**config.mk**
```make
export PLATFORM = sky130hd
export DESIGN_NAME = demux2_stream
export DESIGN_NICKNAME = d
export VERILOG_FILES = /design/src/rtl/demux2_stream.sv
export SDC_FILE = /design/constraint.sdc
export NUM_CORES = 1
export LEC_CHECK = 0
export ABC_AREA = 1
export BUFFER_PORTS_ARGS = -buffer_cell sky130_fd_sc_hd__buf_2
export CORE_AREA = 2 2 39 41
export CTS_CLUSTER_SIZE = 40
export DETAILED_ROUTE_END_ITERATION = 8
export DIE_AREA = 0 0 41 43
export PLACE_DENSITY = 0.7
export SYNTH_ARGS = -nofsm -noshare
export SYNTH_HDL_FRONTEND = slang
export SYNTH_SLANG_ARGS = --single-unit
```
**constraint.sdc**
```tcl
create_clock -name clk -period 1.1 [get_ports clk]
set_clock_uncertainty 0.05 [all_clocks]
set_input_delay 0.275 -clock clk [delete_from_list [all_inputs] [get_ports clk]]
set_output_delay 0.275 -clock clk [all_outputs]
set_load 0.01 [all_outputs]
```
**src/rtl/demux2_stream.sv**
```systemverilog
// One-to-two stream demux: each channel owns a single registered slot (EMPTY/FULL).
// Optional delivered-transfer counters are built when DEMUX2_STREAM_CNT_EN is defined.
//
// state | meaning
// EMPTY | slot holds no data, x_valid=0, accepts input
// FULL  | slot holds data, x_valid=1, accepts input only when drained this cycle
module demux2_stream (
    input  logic       clk,
    input  logic       rst_n,
    input  logic [3:0] in_data,
    input  logic       in_sel,
    input  logic       in_valid,
    output logic       in_ready,
    output logic [3:0] a_data,
    output logic       a_valid,
    input  logic       a_ready,
    output logic [3:0] b_data,
    output logic       b_valid,
    input  logic       b_ready
`ifdef DEMUX2_STREAM_CNT_EN
    ,
    input  logic       cnt_clr,
    output logic [7:0] a_cnt,
    output logic [7:0] b_cnt
`endif
);

    typedef enum logic {EMPTY = 1'b0, FULL = 1'b1} slot_state_e;

    slot_state_e a_state_q, a_state_d;
    slot_state_e b_state_q, b_state_d;
    logic [3:0]  a_data_q, a_data_d;
    logic [3:0]  b_data_q, b_data_d;

    logic a_ready_in, b_ready_in;
    logic a_load, b_load;
    logic a_out, b_out;

    assign a_ready_in = (a_state_q == EMPTY) || a_ready;
    assign b_ready_in = (b_state_q == EMPTY) || b_ready;
    assign a_load     = in_valid && !in_sel && a_ready_in;
    assign b_load     = in_valid &&  in_sel && b_ready_in;
    assign a_out      = (a_state_q == FULL) && a_ready;
    assign b_out      = (b_state_q == FULL) && b_ready;

    always_ff @(posedge clk or negedge rst_n) begin
        if (!rst_n) begin
            a_state_q <= EMPTY;
            b_state_q <= EMPTY;
            a_data_q  <= 4'h0;
            b_data_q  <= 4'h0;
        end else begin
            a_state_q <= a_state_d;
            b_state_q <= b_state_d;
            a_data_q  <= a_data_d;
            b_data_q  <= b_data_d;
        end
    end

    // A simultaneous drain and load keeps the slot FULL, so streaming has no bubble.
    always_comb begin
        a_state_d = a_state_q;
        b_state_d = b_state_q;
        a_data_d  = a_load ? in_data : a_data_q;
        b_data_d  = b_load ? in_data : b_data_q;
        case (a_state_q)
            EMPTY:   if (a_load) a_state_d = FULL;
            FULL:    if (!a_load && a_ready) a_state_d = EMPTY;
            default: a_state_d = EMPTY;
        endcase
        case (b_state_q)
            EMPTY:   if (b_load) b_state_d = FULL;
            FULL:    if (!b_load && b_ready) b_state_d = EMPTY;
            default: b_state_d = EMPTY;
        endcase
    end

    always_comb begin
        a_valid  = (a_state_q == FULL);
        b_valid  = (b_state_q == FULL);
        a_data   = a_data_q;
        b_data   = b_data_q;
        in_ready = in_sel ? b_ready_in : a_ready_in;
    end

`ifdef DEMUX2_STREAM_CNT_EN
    logic [7:0] a_cnt_q, a_cnt_d;
    logic [7:0] b_cnt_q, b_cnt_d;

    // Clear wins over an increment; counts saturate rather than wrap.
    always_comb begin
        a_cnt_d = a_cnt_q;
        b_cnt_d = b_cnt_q;
        if (cnt_clr) begin
            a_cnt_d = 8'h00;
            b_cnt_d = 8'h00;
        end else begin
            if (a_out && (a_cnt_q != 8'hFF)) a_cnt_d = a_cnt_q + 8'd1;
            if (b_out && (b_cnt_q != 8'hFF)) b_cnt_d = b_cnt_q + 8'd1;
        end
    end

    always_ff @(posedge clk or negedge rst_n) begin
        if (!rst_n) begin
            a_cnt_q <= 8'h00;
            b_cnt_q <= 8'h00;
        end else begin
            a_cnt_q <= a_cnt_d;
            b_cnt_q <= b_cnt_d;
        end
    end

    assign a_cnt = a_cnt_q;
    assign b_cnt = b_cnt_q;
`else
    logic unused_out;
    assign unused_out = a_out ^ b_out;
`endif

endmodule

```
* Word-level counts from Yosys, hierarchy flattened
Cells that the tools add are included.
** Operators by class
- Muxes and demuxes :: 7
- Bitwise operators :: 2
- Reductions and logical operators :: 11
** Operators with widths (number)
- logical AND 1 bit :: 6
- two-way mux 1 bit :: 5
- one-hot mux 1 bit (2 select lines) :: 2
- zero test 1 bit :: 3
- logical OR 1 bit :: 2
- inverter 1 bit :: 2
** Storage, ports and cells
- Register bits after elaboration :: 10
- Bits of input ports :: 10
- Output and inout bits :: 11
- Logic and storage cells :: 24

* Longest topological paths before layout
Gate-level depths: netlist of run 1.
- Depth after elaboration :: 7
- Depth in mapped cells :: 5
- Mapped depth without buffers :: 5

* Worst setup path before layout of run 1
OpenSTA, ideal clock, no wires.
- Kind :: flip-flop to output port
- From :: register a_state_q, in the netlist a_valid
- To :: output port in_ready
- Arrival time :: 0.820 ns
- Data required time :: 0.775 ns
- Slack :: -0.045 ns
- Stages on the path, launching flop included :: 4
- Path buffers :: 0
- Path through :: dfrtp_1 nand2_1 inv_1 o21ai_1
** Between the ends
- Longest elaborated chain between the ends :: 3
** RTL lines
- from (decl) :: RTL line 30 : slot_state_e a_state_q, a_state_d;
- from (signal assigned) :: RTL line 53 : a_state_q <= a_state_d;
- inverter 1 bit :: RTL line 39 : assign a_ready_in = (a_state_q == EMPTY) || a_ready;
- logical OR 1 bit :: RTL line 39
- two-way mux 1 bit :: RTL line 83 : in_ready = in_sel ? b_ready_in : a_ready_in;
- to (decl) :: RTL line 13 : output logic in_ready,
No other way between the ends.

* Worst setup path in the final report of run 1
- From :: register b_state_q, in the netlist b_valid
- To :: output port in_ready
** Between the ends
- Longest elaborated chain between the ends :: 3
** RTL lines
- from (decl) :: RTL line 31 : slot_state_e b_state_q, b_state_d;
- from (signal assigned) :: RTL line 54 : b_state_q <= b_state_d;
- inverter 1 bit
- logical OR 1 bit :: RTL line 40 : assign b_ready_in = (b_state_q == EMPTY) || b_ready;
- two-way mux 1 bit :: RTL line 83
No other way between the ends.

==> results of run 1 <==
-- per-layer routing --
| layer | GRT usage | up-vias | routed length (um) |
|---|---|---|---|
| li1 | - | 225 | - |
| met1 | 0.151 | 208 | 390 |
| met2 | 0.184 | 15 | 521 |
| met3 | 0.0314 | 3 | 57 |
| met4 | 0.0600 | 0 | 14 |
| met5 | 0 | - | 0 |
-- layout by cell type, fill, tap and decap left out, types with 2 or more instances in the layout --
cell,n
buf_2,20
nand2_1,18
dfrtp_1,10
buf_4,10
nand3_1,8
inv_1,3
nand2_4,3
clkbuf_4,3
nand2_2,2
-- through the flow --
step	power (W)	util
2_1_floorplan	0.000554	-
3_3_place_gp	0.000652	0.416
3_5_place_dp	0.000657	0.416
4_1_cts	0.00103	0.476
5_1_grt	0.00111	0.499
6_report	0.00105	0.499
-- timing repair --
action | CTS | global route
buffers inserted | 5 | 4
pin swaps | 1 | 1
gates resized for setup | 1 | 2
hold endpoints to repair | 10 | 0
hold buffers | 1 | 0
endpoints found under the setup margin | 11 | 13
-- tightest hold or removal path: cells and delay by family --
family                 cells  cell delay [ns]
and+or+nand+nor            2             0.12
buffers and inverters      1             0.10
-- state kept, by name, indices dropped and copies added (netlist names) --
name and count:
b_valid 1, a_valid 1, b_data 4, a_data 4
-- final cells by class --
class | instances | share of cell area
clock buffer | 4 | 0.0525
inverter | 5 | 0.0290
multi-input combinational | 34 | 0.259
sequential | 10 | 0.362
tap | 16 | 0.0290
timing repair buffer | 31 | 0.268
-- power groups by stage --
stage | Combinational [W] | Sequential (W) | Clock [W]
after floorplan | 0.0000741 | 0.000480 | 0
after global placement | 0.000200 | 0.000452 | 0
after detailed placement | 0.000204 | 0.000454 | 0
after CTS | 0.000244 | 0.000445 | 0.000342
after global routing | 0.000299 | 0.000453 | 0.000357
final | 0.000270 | 0.000445 | 0.000338
-- worst paths after layout --
path / startpoint / endpoint / slack (ns) / cells after the start
worst max-delay path: b_valid$_DFF_PN0_ / in_ready / -0.23 / 4
worst min-delay path: in_valid / b_valid$_DFF_PN0_ / 0.20 / 3
worst min register to register: a_data[2]$_DFFE_PN0P_ / a_data[2]$_DFFE_PN0P_ / 0.43 / 2
min in group asynchronous: rst_n / b_data[3]$_DFFE_PN0P_ / 0.34 / 2
max in group asynchronous: rst_n / a_data[0]$_DFFE_PN0P_ / 0.47 / 2
worst max register to register: a_valid$_DFF_PN0_ / a_data[1]$_DFFE_PN0P_ / 0.06 / 6
-- kinds of logic (layout without fill, tap and decap cells) --
| logic type | count (synthesis) | count (layout) | synth area share |
|---|---|---|---|
| compound gates | 2 | 2 | 0.0228 |
| buf+inv | 5 | 40 | 0.0457 |
| simple gates | 32 | 32 | 0.360 |
| flops | 10 | 10 | 0.571 |
==> flow_summary.ini, run 1 <==
[critical_path]
max_stage_delay_ns = 0.41
cp.arrival_ns = 1.01
cp-start-kind = flip-flop
cp_cell_sequence = nand2_4 -> nand2_1 -> o21ai_2 -> buf_2
cp-end-kind = primary output
critical_path.slowest_cell = dfrtp_1
crit_path_max_fanout = 2
path_buf_inv = 1
path_class = reg -> out
cp_top_family = flip-flops
cp.required_ns = 0.77

[placed_design]
gp_congestion = 0.714
numPortBuffers = 20
post-place-ws_ns = 0.0400
hpwl_um = 696
dpl_cell_area_um2 = 576
dp.cells = 87

[worst_hold_path]
hp-class = in -> reg

[finish]
fillers = 141
n_antenna_cell = 0
instances_no_fill = 100
area.growth.synth_to_final_pct = 57.7
drive_gt1_frac = 0.512
seq_area_um2 = 250
multiInputGateArea_um2 = 179
nets = 95
final_area_um2 = 691

[timing]
hold_viol_final = 0
final_max_slew_viol_count = 0
setup_viol = 9
rsz0062_at_grt = yes
period_needed_ns = 1.33
slew_headroom = 0.854
worst_slack_ns = -0.232
worst_slew_pin_slew_ns = 0.219
period_share = 1.21
clock.fmax_mhz = 751
setup_tns_ns = -0.383
whs_ns = 0.200

[power_and_ir_drop]
power_density_nw_per_um2 = 1530
p_sw_w = 0.000295
p_sw_frac = 0.281
leakage_nw = 0.411
vdd_ir_drop_max_mv = 0.642
internal_power_w = 0.000758
clkPwrFrac = 0.321
seq_power_share = 0.423
p_comb_frac = 0.257

[yosys]
syn-num-nets = 59
syn_area_per_cell_um2 = 8.94
yosysUniqueCellTypes = 10
synth-seq-cells = 10
synth_common_cells = nand2_1 (19), dfrtp_1 (10), nand3_1 (8)
synth_top_area_share = 0.571
ys_warn_count = 0
seq_area_frac_synth = 0.571
synth_cells = 49
synth-main-ff-cell = dfrtp_1
synth_most_common_cell = nand2_1
yosys-top-cells-area = dfrtp_1 (57%), nand2_1 (16%), nand3_1 (9.1%)
ys_async_sr_fraction = 1.00
synth.largest_area_cell = dfrtp_1
syn_area_um2 = 438
synth_edf_count = 0

[run]
cap_violations = 0

[global_route]
track_usage = 0.121
grt_overflow = 0
antenna_found_initial = 0
grt_pass1_wl_um = 1440
grt_max_degree = 11
grt_pass1_vias = 368

[detailed_routing]
wire_per_inst_um = 9.84
first_pass_iters = 4
drtAntennaViolNets = 0
wirelength_um = 984
post_drt_via_cell_ratio = 4.51
first_iter_violations = 6
num_vias = 451
route.detailed.drc = 0

[die]
die_h_um = 43
ios = 21
die_area_um2 = 1760
core_area_um2 = 1380
start_util = 0.316
die_w_um = 41
rows = 14

[outcome]
failed_checks = negative setup slack
status = finished, violations left

[cts]
numCtsBuffers = 3
clockBufferDepth = 2
path_clk_slew_ns = 0.07
cts-root-buf = clkbuf_4
clock_latency_ns = 0.27
clkSinkCount = 10
cts_tree = yes
ctsHtreeMaxLevel = 1
Note: power is estimated with default switching activity, not from simulation.
==> inputs of run 2 (changes only) <==
==> constraint.sdc (replaced) <==
create_clock -name clk -period 1.1 [get_ports clk]
set_clock_uncertainty 0.05 [all_clocks]
set_input_delay 0.11 -clock clk [delete_from_list [all_inputs] [get_ports clk]]
set_output_delay 0.11 -clock clk [all_outputs]
set_load 0.01 [all_outputs]
==> run 2 against run 1 <==
Net effect:
- the run still ends with negative setup slack left
- clock power is 30% lower
- die area stayed put
- non-clock buffer count is 7 lower
- largest power group unchanged
==> flow_summary.ini, run 2 (synthesis results as in run 1) <==
[outcome]
status = finished, violations left
failed_checks = negative setup slack

[cts]
clock_latency_ns = 0.25
clkSinkCount = 10
ctsHtreeMaxLevel = 1
path_clk_slew_ns = 0.06
numCtsBuffers = 3
cts_tree = yes
clockBufferDepth = 2
cts-root-buf = clkbuf_4

[timing]
clock.fmax_mhz = 867
period_needed_ns = 1.15
worst_slack_ns = -0.0528
final_max_slew_viol_count = 0
slew_headroom = 0.845
period_share = 1.05
setup_viol = 1
rsz0062_at_grt = yes
whs_ns = 0.0490
worst_slew_pin_slew_ns = 0.233
hold_viol_final = 0

[finish]
final_common_cell = buf_2
fillers = 152
n_antenna_cell = 0
drive_gt1_frac = 0.447
instances_no_fill = 92
seq_area_um2 = 250
mostFrequentLayoutCells = buf_2 (20), nand2_1 (18), dfrtp_1 (10), nand3_1 (8)
final_area_um2 = 616
area.growth.synth_to_final_pct = 40.6
multiInputGateArea_um2 = 170
nets = 88

[detailed_routing]
first_iter_violations = 4
wirelength_um = 897
first_pass_iters = 4
drtAntennaViolNets = 0
route.detailed.drc = 0
post_drt_via_cell_ratio = 4.38
wire_per_inst_um = 9.75
num_vias = 403

[placed_design]
post-place-ws_ns = 0.164
numPortBuffers = 20
hpwl_um = 684
dpl_cell_area_um2 = 566
dp.cells = 86
gp_congestion = 0.648

[power_and_ir_drop]
seq_power_share = 0.500
power_density_nw_per_um2 = 1440
leakage_nw = 0.365
finalPower_w = 0.000889
p_comb_frac = 0.234
vdd_ir_drop_max_mv = 0.583
clkPwrFrac = 0.266
p_sw_w = 0.000254
internal_power_w = 0.000635
p_sw_frac = 0.285

[critical_path]
max_stage_delay_ns = 0.39
cp_cell_sequence = nand2_2 -> inv_2 -> o21ai_1 -> buf_2
cp-start-kind = flip-flop
cp.required_ns = 0.94
path_class = reg -> out
critical_path.slowest_cell = dfrtp_1
path_buf_inv = 2
cp.arrival_ns = 0.99
cp_top_family = flip-flops
cp-end-kind = primary output
crit_path_max_fanout = 2

[global_route]
grt_overflow = 0
track_usage = 0.113
grt_max_degree = 11
grt_pass1_vias = 327
grt_pass1_wl_um = 1300
antenna_found_initial = 0

[die]
core_area_um2 = 1380
die_area_um2 = 1760
start_util = 0.316
rows = 14
die_h_um = 43
die_w_um = 41
ios = 21

[run]
cap_violations = 0

[worst_hold_path]
hp-class = in -> reg
[run 2: changes by cell type in the layout (fill, tap and decap cells not counted)]
cell | previous run | this run
nand2_2 | 2 | 3
buf_4 | 10 | 3
o21ai_2 | 1 | 0
nand2_4 | 3 | 2
o21ai_1 | 0 | 1
clkbuf_8 | 1 | 0
[run 2: timing repair]
action,in CTS,in global routing
pin swaps,2,0
endpoints found under the setup margin,1,1
setup buffers,2,0
gates resized for setup,2,0
hold buffers,1,0
hold endpoints to repair,10,0
[run 2: worst register-to-register path, delay by kind of cell, from the launching register on]
kind / cells / cell delay (ns)
flops: 1 / 0.36
buf+inv: 2 / 0.28
simple gates: 3 / 0.21
[run 2: power groups by stage]
stage | combinational (W) | sequential (W) | clock [W]
detailed placement | 0.000199 | 0.000451 | 0
finish | 0.000208 | 0.000445 | 0.000237
global placement | 0.000196 | 0.000450 | 0
global route | 0.000236 | 0.000450 | 0.000261
CTS | 0.000211 | 0.000445 | 0.000248
floorplan | 0.0000732 | 0.000479 | 0
[run 2: routing by layer]
metal / track usage / routed length (um)
met1: 0.129 / 376
met2: 0.172 / 452
met3: 0.0471 / 68
met4: 0.0600 / 0
met5: 0 / 0
[run 2: final timing paths]
check | startpoint | end | slack, ns | depth (start not counted)
max in group asynchronous | rst_n | a_data[2]$_DFFE_PN0P_ | 0.62 | 2
worst max register to register | a_valid$_DFF_PN0_ | a_data[3]$_DFFE_PN0P_ | 0.10 | 5
min in group asynchronous | rst_n | b_data[2]$_DFFE_PN0P_ | 0.19 | 2
worst min register to register | b_data[2]$_DFFE_PN0P_ | b_data[2]$_DFFE_PN0P_ | 0.41 | 2
worst min-delay path | in_valid | b_valid$_DFF_PN0_ | 0.05 | 3
worst max-delay path | a_valid$_DFF_PN0_ | in_ready | -0.05 | 4
[run 2: cell type report]
type                       count  share of cell area
sequential                    10               0.407
multi-input combinational     34               0.276
timing repair buffer          24               0.215
clock buffer                   3              0.0366
inverter                       5              0.0325
tap                           16              0.0325
[run 2: per-stage QoR]
step	util	TNS, ns
after global placement	0.409	0
after floorplan	-	0
after detailed placement	0.409	0
final	0.445	-0.0528
after CTS	0.445	-0.0460
after global routing	0.445	-0.0898
